[src/rtl/sb_rdi_pkg.sv]
// ----------------------------------------------------------------------------
// sb_rdi_pkg
// Shared constants for the sideband RDI encoder/decoder pair: packet opcodes,
// the RDI source id and message codes, the RDI message subcodes and the state
// type of the RX decoder FSM.
// ----------------------------------------------------------------------------
package sb_rdi_pkg;

    // Sideband opcodes (hdr[4:0])
    localparam logic [4:0] OPC_MSG_NODATA = 5'b10010;
    localparam logic [4:0] OPC_MSG_DATA   = 5'b11011;

    // RDI message identification
    localparam logic [2:0] RDI_SRCID       = 3'b011;
    localparam logic [7:0] MSGCODE_RDI_REQ = 8'h01;
    localparam logic [7:0] MSGCODE_RDI_RSP = 8'h02;

    // RDI message subcodes (hdr[39:32])
    localparam logic [7:0] SUB_ACTIVE     = 8'h01;
    localparam logic [7:0] SUB_PMNAK      = 8'h02;
    localparam logic [7:0] SUB_L1         = 8'h04;
    localparam logic [7:0] SUB_L2         = 8'h08;
    localparam logic [7:0] SUB_LINK_RESET = 8'h09;
    localparam logic [7:0] SUB_LINK_ERROR = 8'h0A;
    localparam logic [7:0] SUB_RETRAIN    = 8'h0B;
    localparam logic [7:0] SUB_DISABLE    = 8'h0C;

    // RX decoder states; explicit encodings keep the legacy numbering stable
    typedef enum logic [3:0] {
        ST_IDLE      = 4'd0,
        ST_DECODE    = 4'd1,
        ST_WAIT_DATA = 4'd2,
        ST_HOLD      = 4'd3,
        ST_FWD0      = 4'd4,
        ST_FWD1      = 4'd5,
        ST_FWD2      = 4'd6,
        ST_FWD3      = 4'd7,
        ST_RDI_OUT   = 4'd8,
        ST_ERROR     = 4'd9
    } state_t;

endpackage

[src/rtl/sb_rdi_msg_map.sv]
// ----------------------------------------------------------------------------
// sb_rdi_msg_map
// Combinational map from an RDI subcode plus request/response flag to the
// 4-bit RDI message number used by the RDI FSM. Shared with the encoder's
// inverse table so both directions agree on the numbering.
//
// Ports:
//   subcode : in  [7:0] RDI message subcode
//   is_rsp  : in        1 = response message, 0 = request message
//   msg_no  : out [3:0] message number (0 when no hit)
//   hit     : out       subcode is defined for the given direction
// ----------------------------------------------------------------------------
module sb_rdi_msg_map
    import sb_rdi_pkg::*;
(
    input  logic [7:0] subcode,
    input  logic       is_rsp,
    output logic [3:0] msg_no,
    output logic       hit
);

    // Requests occupy numbers 1..7, responses 8..15. PMNAK only exists as a
    // response, so a request carrying it is reported as a miss.
    always_comb begin
        msg_no = 4'd0;
        hit    = 1'b1;
        if (!is_rsp) begin
            case (subcode)
                SUB_ACTIVE:     msg_no = 4'd1;
                SUB_L1:         msg_no = 4'd2;
                SUB_L2:         msg_no = 4'd3;
                SUB_LINK_RESET: msg_no = 4'd4;
                SUB_LINK_ERROR: msg_no = 4'd5;
                SUB_RETRAIN:    msg_no = 4'd6;
                SUB_DISABLE:    msg_no = 4'd7;
                default:        hit    = 1'b0;
            endcase
        end else begin
            case (subcode)
                SUB_ACTIVE:     msg_no = 4'd8;
                SUB_PMNAK:      msg_no = 4'd9;
                SUB_L1:         msg_no = 4'd10;
                SUB_L2:         msg_no = 4'd11;
                SUB_LINK_RESET: msg_no = 4'd12;
                SUB_LINK_ERROR: msg_no = 4'd13;
                SUB_RETRAIN:    msg_no = 4'd14;
                SUB_DISABLE:    msg_no = 4'd15;
                default:        hit    = 1'b0;
            endcase
        end
    end

endmodule

[src/rtl/sb_rdi_decoder.sv]
// ----------------------------------------------------------------------------
// sb_rdi_decoder
// Sideband RX decoder at the RDI boundary. Pops packets from a
// first-word-fall-through RX FIFO, sends LinkMgmt.RDI request/response
// messages to the RDI FSM as a message number, forwards every other valid
// message to the adapter as 32-bit pl_cfg phases (gated by adapter credit
// and wake state) and drops anything it cannot classify.
//
// Optional feature: define SB_RX_PARITY_CHECK_EN to check CP/DP parity and
// drop packets that fail; otherwise parity bits are forwarded unchanged.
//
// Ports:
//   i_clk                    : in        RDI-domain clock
//   i_rst_n                  : in        synchronous active-low reset
//   i_fifo_data              : in  [63:0] RX FIFO head word
//   i_fifo_empty             : in        RX FIFO empty
//   o_fifo_read_en           : out       pop the head word (combinational)
//   i_adapter_is_full        : in        no adapter credit available
//   i_adapter_is_waked_up    : in        adapter sideband is awake
//   o_wake_adapter           : out       request adapter wake
//   o_pl_cfg                 : out [31:0] phase forwarded to the adapter
//   o_pl_cfg_vld             : out       o_pl_cfg valid
//   o_rising_edge_pl_cfg_vld : out       pulse at the first phase of a packet
//   o_msg_no                 : out [3:0] decoded RDI message number
//   o_msg_valid              : out       strobe qualifying o_msg_no
//   o_rx_error               : out       pulse when a packet is dropped
// ----------------------------------------------------------------------------
module sb_rdi_decoder
    import sb_rdi_pkg::*;
#(
    parameter int W_PKT = 64,
    parameter int W_CFG = 32
) (
    input  logic             i_clk,
    input  logic             i_rst_n,
    input  logic [W_PKT-1:0] i_fifo_data,
    input  logic             i_fifo_empty,
    output logic             o_fifo_read_en,
    input  logic             i_adapter_is_full,
    input  logic             i_adapter_is_waked_up,
    output logic             o_wake_adapter,
    output logic [W_CFG-1:0] o_pl_cfg,
    output logic             o_pl_cfg_vld,
    output logic             o_rising_edge_pl_cfg_vld,
    output logic [3:0]       o_msg_no,
    output logic             o_msg_valid,
    output logic             o_rx_error
);

    state_t           state;
    state_t           state_d;
    logic [W_PKT-1:0] hdr_q;
    logic [W_PKT-1:0] data_q;
    logic             read_en;

    logic [4:0] opcode;
    logic [7:0] msgcode;
    logic [2:0] srcid;
    logic [7:0] msgsubcode;
    logic       gate_ok;
    logic       is_rdi;
    logic       is_data_pkt;
    logic [3:0] map_no;
    logic       map_hit;
    logic       hdr_par_err;
    logic       data_par_err;

    assign opcode      = hdr_q[4:0];
    assign msgcode     = hdr_q[21:14];
    assign srcid       = hdr_q[31:29];
    assign msgsubcode  = hdr_q[39:32];
    assign gate_ok     = !i_adapter_is_full && i_adapter_is_waked_up;
    assign is_data_pkt = (opcode == OPC_MSG_DATA);
    assign is_rdi      = (opcode == OPC_MSG_NODATA) && (srcid == RDI_SRCID) &&
                         ((msgcode == MSGCODE_RDI_REQ) || (msgcode == MSGCODE_RDI_RSP));

    sb_rdi_msg_map u_msg_map (
        .subcode (msgsubcode),
        .is_rsp  (msgcode == MSGCODE_RDI_RSP),
        .msg_no  (map_no),
        .hit     (map_hit)
    );

`ifdef SB_RX_PARITY_CHECK_EN
    // CP covers hdr[61:0]. DP covers the data word of a DATA packet and must
    // be clear on a NODATA packet. The data check looks at the FIFO head
    // because it is evaluated in the same cycle the data word is popped.
    assign hdr_par_err  = (hdr_q[62] != ^hdr_q[61:0]) ||
                          ((opcode == OPC_MSG_NODATA) && hdr_q[63]);
    assign data_par_err = (hdr_q[63] != ^i_fifo_data);
`else
    assign hdr_par_err  = 1'b0;
    assign data_par_err = 1'b0;
`endif

    // Next-state and pop logic. A pop is only issued in IDLE (header) and
    // WAIT_DATA (data word), and never while reset is held, so no FIFO entry
    // is consumed without being captured.
    always_comb begin
        state_d = state;
        read_en = 1'b0;
        unique case (state)
            ST_IDLE: begin
                if (!i_fifo_empty) begin
                    read_en = 1'b1;
                    state_d = ST_DECODE;
                end
            end
            ST_DECODE: begin
                if (hdr_par_err)                  state_d = ST_ERROR;
                else if (is_rdi)                  state_d = map_hit ? ST_RDI_OUT : ST_ERROR;
                else if (is_data_pkt)             state_d = ST_WAIT_DATA;
                else if (opcode == OPC_MSG_NODATA) state_d = gate_ok ? ST_FWD0 : ST_HOLD;
                else                              state_d = ST_ERROR;
            end
            ST_WAIT_DATA: begin
                if (!i_fifo_empty) begin
                    read_en = 1'b1;
                    if (data_par_err) state_d = ST_ERROR;
                    else              state_d = gate_ok ? ST_FWD0 : ST_HOLD;
                end
            end
            ST_HOLD:    if (gate_ok) state_d = ST_FWD0;
            ST_FWD0:    state_d = ST_FWD1;
            ST_FWD1:    state_d = is_data_pkt ? ST_FWD2 : ST_IDLE;
            ST_FWD2:    state_d = ST_FWD3;
            ST_FWD3:    state_d = ST_IDLE;
            ST_RDI_OUT: state_d = ST_IDLE;
            ST_ERROR:   state_d = ST_IDLE;
            default:    state_d = ST_IDLE;
        endcase
    end

    assign o_fifo_read_en = read_en && i_rst_n;

    // State, capture registers and outputs. Outputs are registered from the
    // next state so that each one is a clean flop that lines up exactly with
    // the state it belongs to (e.g. o_msg_valid is high while in RDI_OUT).
    always_ff @(posedge i_clk) begin
        if (!i_rst_n) begin
            state                    <= ST_IDLE;
            hdr_q                    <= '0;
            data_q                   <= '0;
            o_wake_adapter           <= 1'b0;
            o_pl_cfg                 <= '0;
            o_pl_cfg_vld             <= 1'b0;
            o_rising_edge_pl_cfg_vld <= 1'b0;
            o_msg_no                 <= 4'd0;
            o_msg_valid              <= 1'b0;
            o_rx_error               <= 1'b0;
        end else begin
            state <= state_d;
            if ((state == ST_IDLE) && read_en)      hdr_q  <= i_fifo_data;
            if ((state == ST_WAIT_DATA) && read_en) data_q <= i_fifo_data;

            o_pl_cfg_vld             <= state_d inside {ST_FWD0, ST_FWD1, ST_FWD2, ST_FWD3};
            o_rising_edge_pl_cfg_vld <= (state_d == ST_FWD0);
            o_wake_adapter           <= (state_d == ST_HOLD) && !i_adapter_is_waked_up;
            o_msg_valid              <= (state_d == ST_RDI_OUT);
            o_msg_no                 <= (state_d == ST_RDI_OUT) ? map_no : 4'd0;
            o_rx_error               <= (state_d == ST_ERROR);

            case (state_d)
                ST_FWD0: o_pl_cfg <= hdr_q[W_CFG-1:0];
                ST_FWD1: o_pl_cfg <= hdr_q[W_PKT-1:W_CFG];
                ST_FWD2: o_pl_cfg <= data_q[W_CFG-1:0];
                ST_FWD3: o_pl_cfg <= data_q[W_PKT-1:W_CFG];
                default: o_pl_cfg <= '0;
            endcase
        end
    end

endmodule

[config.mk]
export PLATFORM = sky130hd
export DESIGN_NAME = sb_rdi_decoder
export DESIGN_NICKNAME = d
export VERILOG_FILES = /design/src/rtl/sb_rdi_pkg.sv /design/src/rtl/sb_rdi_msg_map.sv /design/src/rtl/sb_rdi_decoder.sv
export SDC_FILE = /design/constraint.sdc
export NUM_CORES = 1
export LEC_CHECK = 0
export BUFFER_PORTS_ARGS = -buffer_cell sky130_fd_sc_hd__buf_2
export CAP_MARGIN = 10
export CORE_MARGIN = 4
export CORE_UTILIZATION = 50
export DETAILED_ROUTE_END_ITERATION = 8
export GPL_ROUTABILITY_DRIVEN = 0
export PLACE_DENSITY = 0.71
export SYNTH_ARGS = -nofsm -noshare
export SYNTH_HDL_FRONTEND = slang
export SYNTH_SLANG_ARGS = --single-unit
[constraint.sdc]
create_clock -name i_clk -period 3.8 [get_ports i_clk]
set_clock_uncertainty 0.05 [all_clocks]
set_input_delay 0.57 -clock i_clk [delete_from_list [all_inputs] [get_ports i_clk]]
set_output_delay 0.57 -clock i_clk [all_outputs]
set_load 0.05 [all_outputs]
# Yosys cells after proc, flatten, opt, wreduce, memory -nomap -nowiden
# Index checks and enable logic that the tools add are counted.
# totals
regBits,173
latch_bits,0
ramBits,0
rom_bits,0
output_inout_bits,42
mem_count,0
# op_classes
n_addsub,0
mul,0
div_mod_pow,0
magnitude_cmp,0
eq_ne,26
shift,0
mux,19
bitwise,0
n_reduce_logical,16
# op_table
op,count
32-bit case mux with 4 select lines,1
"8-bit by 4-bit == test with 1-bit output, second input constant",5
4-bit case mux with 8 select lines,1
"4-bit by 3-bit == test with 1-bit output, second input constant",7
4-bit two-way mux,7
4-bit case mux with 7 select lines,1
3-bit case mux with 7 select lines,1
"8-bit by 1-bit == test with 1-bit output, second input constant",2
"8-bit by 2-bit == test with 1-bit output, second input constant",2
"4-bit by 2-bit == test with 1-bit output, second input constant",3
"5-bit == test, second input constant",2
"4-bit == test, second input constant",2
"8-bit by 3-bit == test with 1-bit output, second input constant",1
8-bit OR reduction,1
1-bit logical AND,7
7-bit OR reduction,1
1-bit two-way mux,6
3-bit two-way mux,2
"4-bit by 1-bit == test with 1-bit output, second input constant",1
4-bit logical NOT,1
4-bit nonzero test,1
"3-bit by 2-bit == test with 1-bit output, second input constant",1
1-bit logical NOT,2
2-bit AND reduction,1
other kinds (2),2

# Logic depth before layout (Yosys ltp)
# logic_depth
ltp_word,9
ltp_mapped,9

# By module
# From an unflattened synthesis, not the netlist that was laid out.
# hier_totals
cells_unflattened,810
hier_area_um2,6766.5
# modules_own_cells
mod,instances,cells_each,area_per_inst_um2,seq_area_each_um2
sb_rdi_decoder,1,787,6610.1,3463.3
sb_rdi_msg_map,1,23,156.4,0.0

# Least setup slack after synthesis
# No wires, ideal clock.
# synth_timing
path_type,register -> register
startpoint,register hdr_q[16]
endpoint,register o_pl_cfg[11]
setup_ns,0.074
arrival_ns,2.542
t_required_ns,3.676
slack_ns,1.133
path_stages_with_launch,8
period_less_slack_ns,2.667
cell_sequence,dfxtp_1 > or4_4 > o41ai_2 > a211oi_1 > nor3_1 > clkbuf_1 > mux2_2 > a31oi_1
# synth_via
elab_chain_cells,7
# synth_lines
element,line,rtl
"start, declared",sb_rdi_decoder.sv:52,logic [W_PKT-1:0] hdr_q;
"start signal, assigned",sb_rdi_decoder.sv:153,if ((state == ST_IDLE) && read_en) hdr_q <= i_fifo_data;
8-bit by 2-bit == test with 1-bit output / 8-bit by 1-bit == test with 1-bit output (equally long branches),"sb_rdi_decoder.sv:75, sb_rdi_decoder.sv:79",
1-bit two-way mux / 1-bit logical OR (equally long branches),"sb_rdi_msg_map.sv:27, sb_rdi_decoder.sv:75",
1-bit two-way mux / 1-bit logical AND (equally long branches),"sb_rdi_decoder.sv:111, sb_rdi_decoder.sv:74",
4-bit two-way mux (*),sb_rdi_decoder.sv:111,else if (is_rdi) state_d = map_hit ? ST_RDI_OUT : ST_ERROR;
4-bit case mux with 7 select lines (*),sb_rdi_decoder.sv:102,unique case (state)
4-bit by 3-bit == test with 1-bit output,sb_rdi_decoder.sv:163,case (state_d)
32-bit case mux with 4 select lines (*),sb_rdi_decoder.sv:163,
"end signal, assigned",sb_rdi_decoder.sv:164,ST_FWD0: o_pl_cfg <= hdr_q[W_CFG-1:0];
"end signal, assigned",sb_rdi_decoder.sv:165,ST_FWD1: o_pl_cfg <= hdr_q[W_PKT-1:W_CFG];
"end signal, assigned",sb_rdi_decoder.sv:166,ST_FWD2: o_pl_cfg <= data_q[W_CFG-1:0];
"end, declared",sb_rdi_decoder.sv:42,"output logic [W_CFG-1:0] o_pl_cfg,"
# Mark *: on every way between the ends. The rest lies on a longest branch, timed or not.
# A chain may end at the register's enable or synchronous reset.

# Worst setup path after layout
# Ends and elaborated chain as after synthesis.

==> out/summary.txt <==
Starting Density = 51.2%
Worst slew margin = 44.1%
H-tree levels = 4
Slowest cell on crit path = or4b_2
Placed instance count = 1141
Rows = 44
Root Driver = clkbuf_16
Number of global-route vias before repair = 6134
Initial antenna violation count = 0
Buffer count from post-CTS setup fixing = 0
Final TNS setup = 0 ps
Startpoint Class = flop
Total Power = 4.15 mW
Max-cap violations = 0
Top cells by area, synth = dfxtp_1, nand2_1, a21boi_0, mux2_2, or4b_1
Post-route ant nets = 0
First-pass GRT wire length = 31.5 mm
Most frequent cell after synthesis = nand2_1
R2r worst-path depth = 7
Core ar. = 14600 um2
Measured slew at the worst slew-check pin = 830 ps
Via count = 6349
Number of buffer and inverter stages on the critical path = 1
Crit path max-delay family = simple AND/OR/NAND/NOR gates
Port bufs = 110
Peak VDD IR = 348 uV
Final Hold Viols = 0
Pleak = 3.07 nW
Hold_ws = 295 ps
Comb power frac = 10.2%
Routed WL = 19.6 mm
Worst hold path class = in2reg
DR WL/cell = 16.7 um
Critical path fanouts, max = 21
Ys async rst share = 0%
Antenna diode count = 0
Syn Inst Count = 907
Fin nets = 1045
Register area = 3460 um2
Synth Flop Type = dfxtp_1
Layout Utilization = 60.1%
Worst Path Required = 4100 ps
Post_cts resized = 0
Fin cells = 1173
Largest stage delay, worst path = 610 ps
Crit path DAT = 3450 ps
Layout cells sized above 1 = 21.1%
Hold Crit Depth = 2
Crit path cell chain = or4_4 > or4_4 > a31oi_1 > o22ai_2 > buf_4 > or4b_2 > a31oi_1
Synth Warn # = 0
Largest net degree at the start of global routing = 81
Minimum clock period = 3150 ps
Largest area contributor in the netlist = dfxtp_1
Fillers = 1329
Switching share of power = 24.9%
TritonCTS clock tree = done
Seq pwr share = 46.3%
Io pins = 111
CTS Sinks = 173
Pwr Density = 473 nW/um2
Place WS = 697 ps
Net switching power figure = 1.03 mW
Design Area, Final = 8770 um2
Seq/Total Area, Yosys = 46.3%
Total global-route track usage = 23.6%
Worst-path clk slew = 60 ps
Worst setup margin = 653 ps
Post-synthesis register bit count = 173
Peak Freq = 318 MHz
Die W = 130 um
CTS buffer count = 17
Die Ht = 130 um
P_int = 3.11 mW
# setup viols final = 0
Iteration-0 DRC Markers = 457
Layout area overhead = 17.3%
Mapped Nets = 976
Clock Path Buffers = 2
Post-Syn Area per Cell = 8.24 um2
Status = finished clean
Drt pass-1 iters = 5
Via density = 5.41
Power share of the clock group = 43.6%
DP Area = 8150 um2
Clk_lat worst skew = 430 ps
Synth unique cells = 40
DIE AREA = 17000 um2
Share of the synthesized area in the top cell type = 46.3%
Final HPWL DP = 12.2 mm
Synthesized area = 7470 um2
Most frequent cells after synthesis = nand2_1, dfxtp_1, a21boi_0, clkbuf_1, a31oi_1
Final count of pins violating max slew = 0
Crit Path Class = reg2reg
Hold_buf cts = 0
Fin crit share = 82.8%
CP Depth = 7
Unrepaired setup endpoints after global routing = false
Post-synth EDFFs = 0
GRT overflow = 0
Residual DRC = 0
Element type at the critical path end = flop
Multi-input gate area = 3720 um2
area by class of cell:
cell class | instances | share of cell area, %
timing repair buffer | 125 | 8.16
multi-input combinational | 652 | 42.4
clock inverter | 8 | 1.17
clock buffer | 24 | 5.84
inverter | 7 | 0.300
tap | 184 | 2.63
sequential | 173 | 39.5
power by group through the flow:
stage | logic (mW) | registers [mW] | clock network [mW]
2_1_floorplan | 0.278 | 1.95 | 0
3_3_place_gp | 0.416 | 1.96 | 0
3_5_place_dp | 0.417 | 1.96 | 0
4_1_cts | 0.420 | 1.92 | 1.82
5_1_grt | 0.459 | 1.93 | 1.90
6_report | 0.421 | 1.92 | 1.81
worst paths after layout:
| check | from | endpoint | slack, ps |
|---|---|---|---|
| min reg2reg | hdr_q[11]$_SDFFE_PN0P_ | hdr_q[11]$_SDFFE_PN0P_ | 410 |
| min | i_adapter_is_waked_up | o_wake_adapter$_SDFF_PN0_ | 290 |
| max | hdr_q[16]$_SDFFE_PN0P_ | o_pl_cfg[11]$_SDFF_PN0_ | 650 |
| max reg2reg | hdr_q[16]$_SDFFE_PN0P_ | o_pl_cfg[11]$_SDFF_PN0_ | 650 |
placed cells by master (no fill, tap or decap), drive strengths merged, types with 7 or more instances in the layout:
master	Yosys	final
a21boi	129	129
a31oi	34	34
buf	12	125
clkbuf	63	24
dfxtp	173	173
inv	7	9
mux2	32	32
nand2	355	355
nor2	8	8
nor3	7	7
or4b	32	32
sequential cells by signal (all words and copies together), names as in the netlist:
name	count
hdr_q	64
o_pl_cfg_vld	1
o_pl_cfg	32
o_msg_valid	1
state	4
o_msg_no	4
o_wake_adapter	1
data_q	64
o_rising_edge_pl_cfg_vld	1
o_rx_error	1
kinds of logic after synthesis:
| kind of cell | after synthesis | share of synthesized area (%) |
|---|---|---|
| xor+xnor | 3 | 0.352 |
| flops | 173 | 46.3 |
| simple gates | 436 | 26.2 |
| compound gates | 181 | 17.8 |
| mux | 32 | 4.82 |
| buf+inv | 82 | 4.50 |
routing by layer:
layer / wire length, um / GRT usage, % / up-vias
met3: 1240 / 5.53 / 22
met1: 9240 / 32.4 / 2983
met4: 233 / 6.36 / 0
met2: 8900 / 37.5 / 171
met5: 0 / 0 / -
li1: - / - / 3173
No activity file was read; power rests on OpenSTA's default activity.
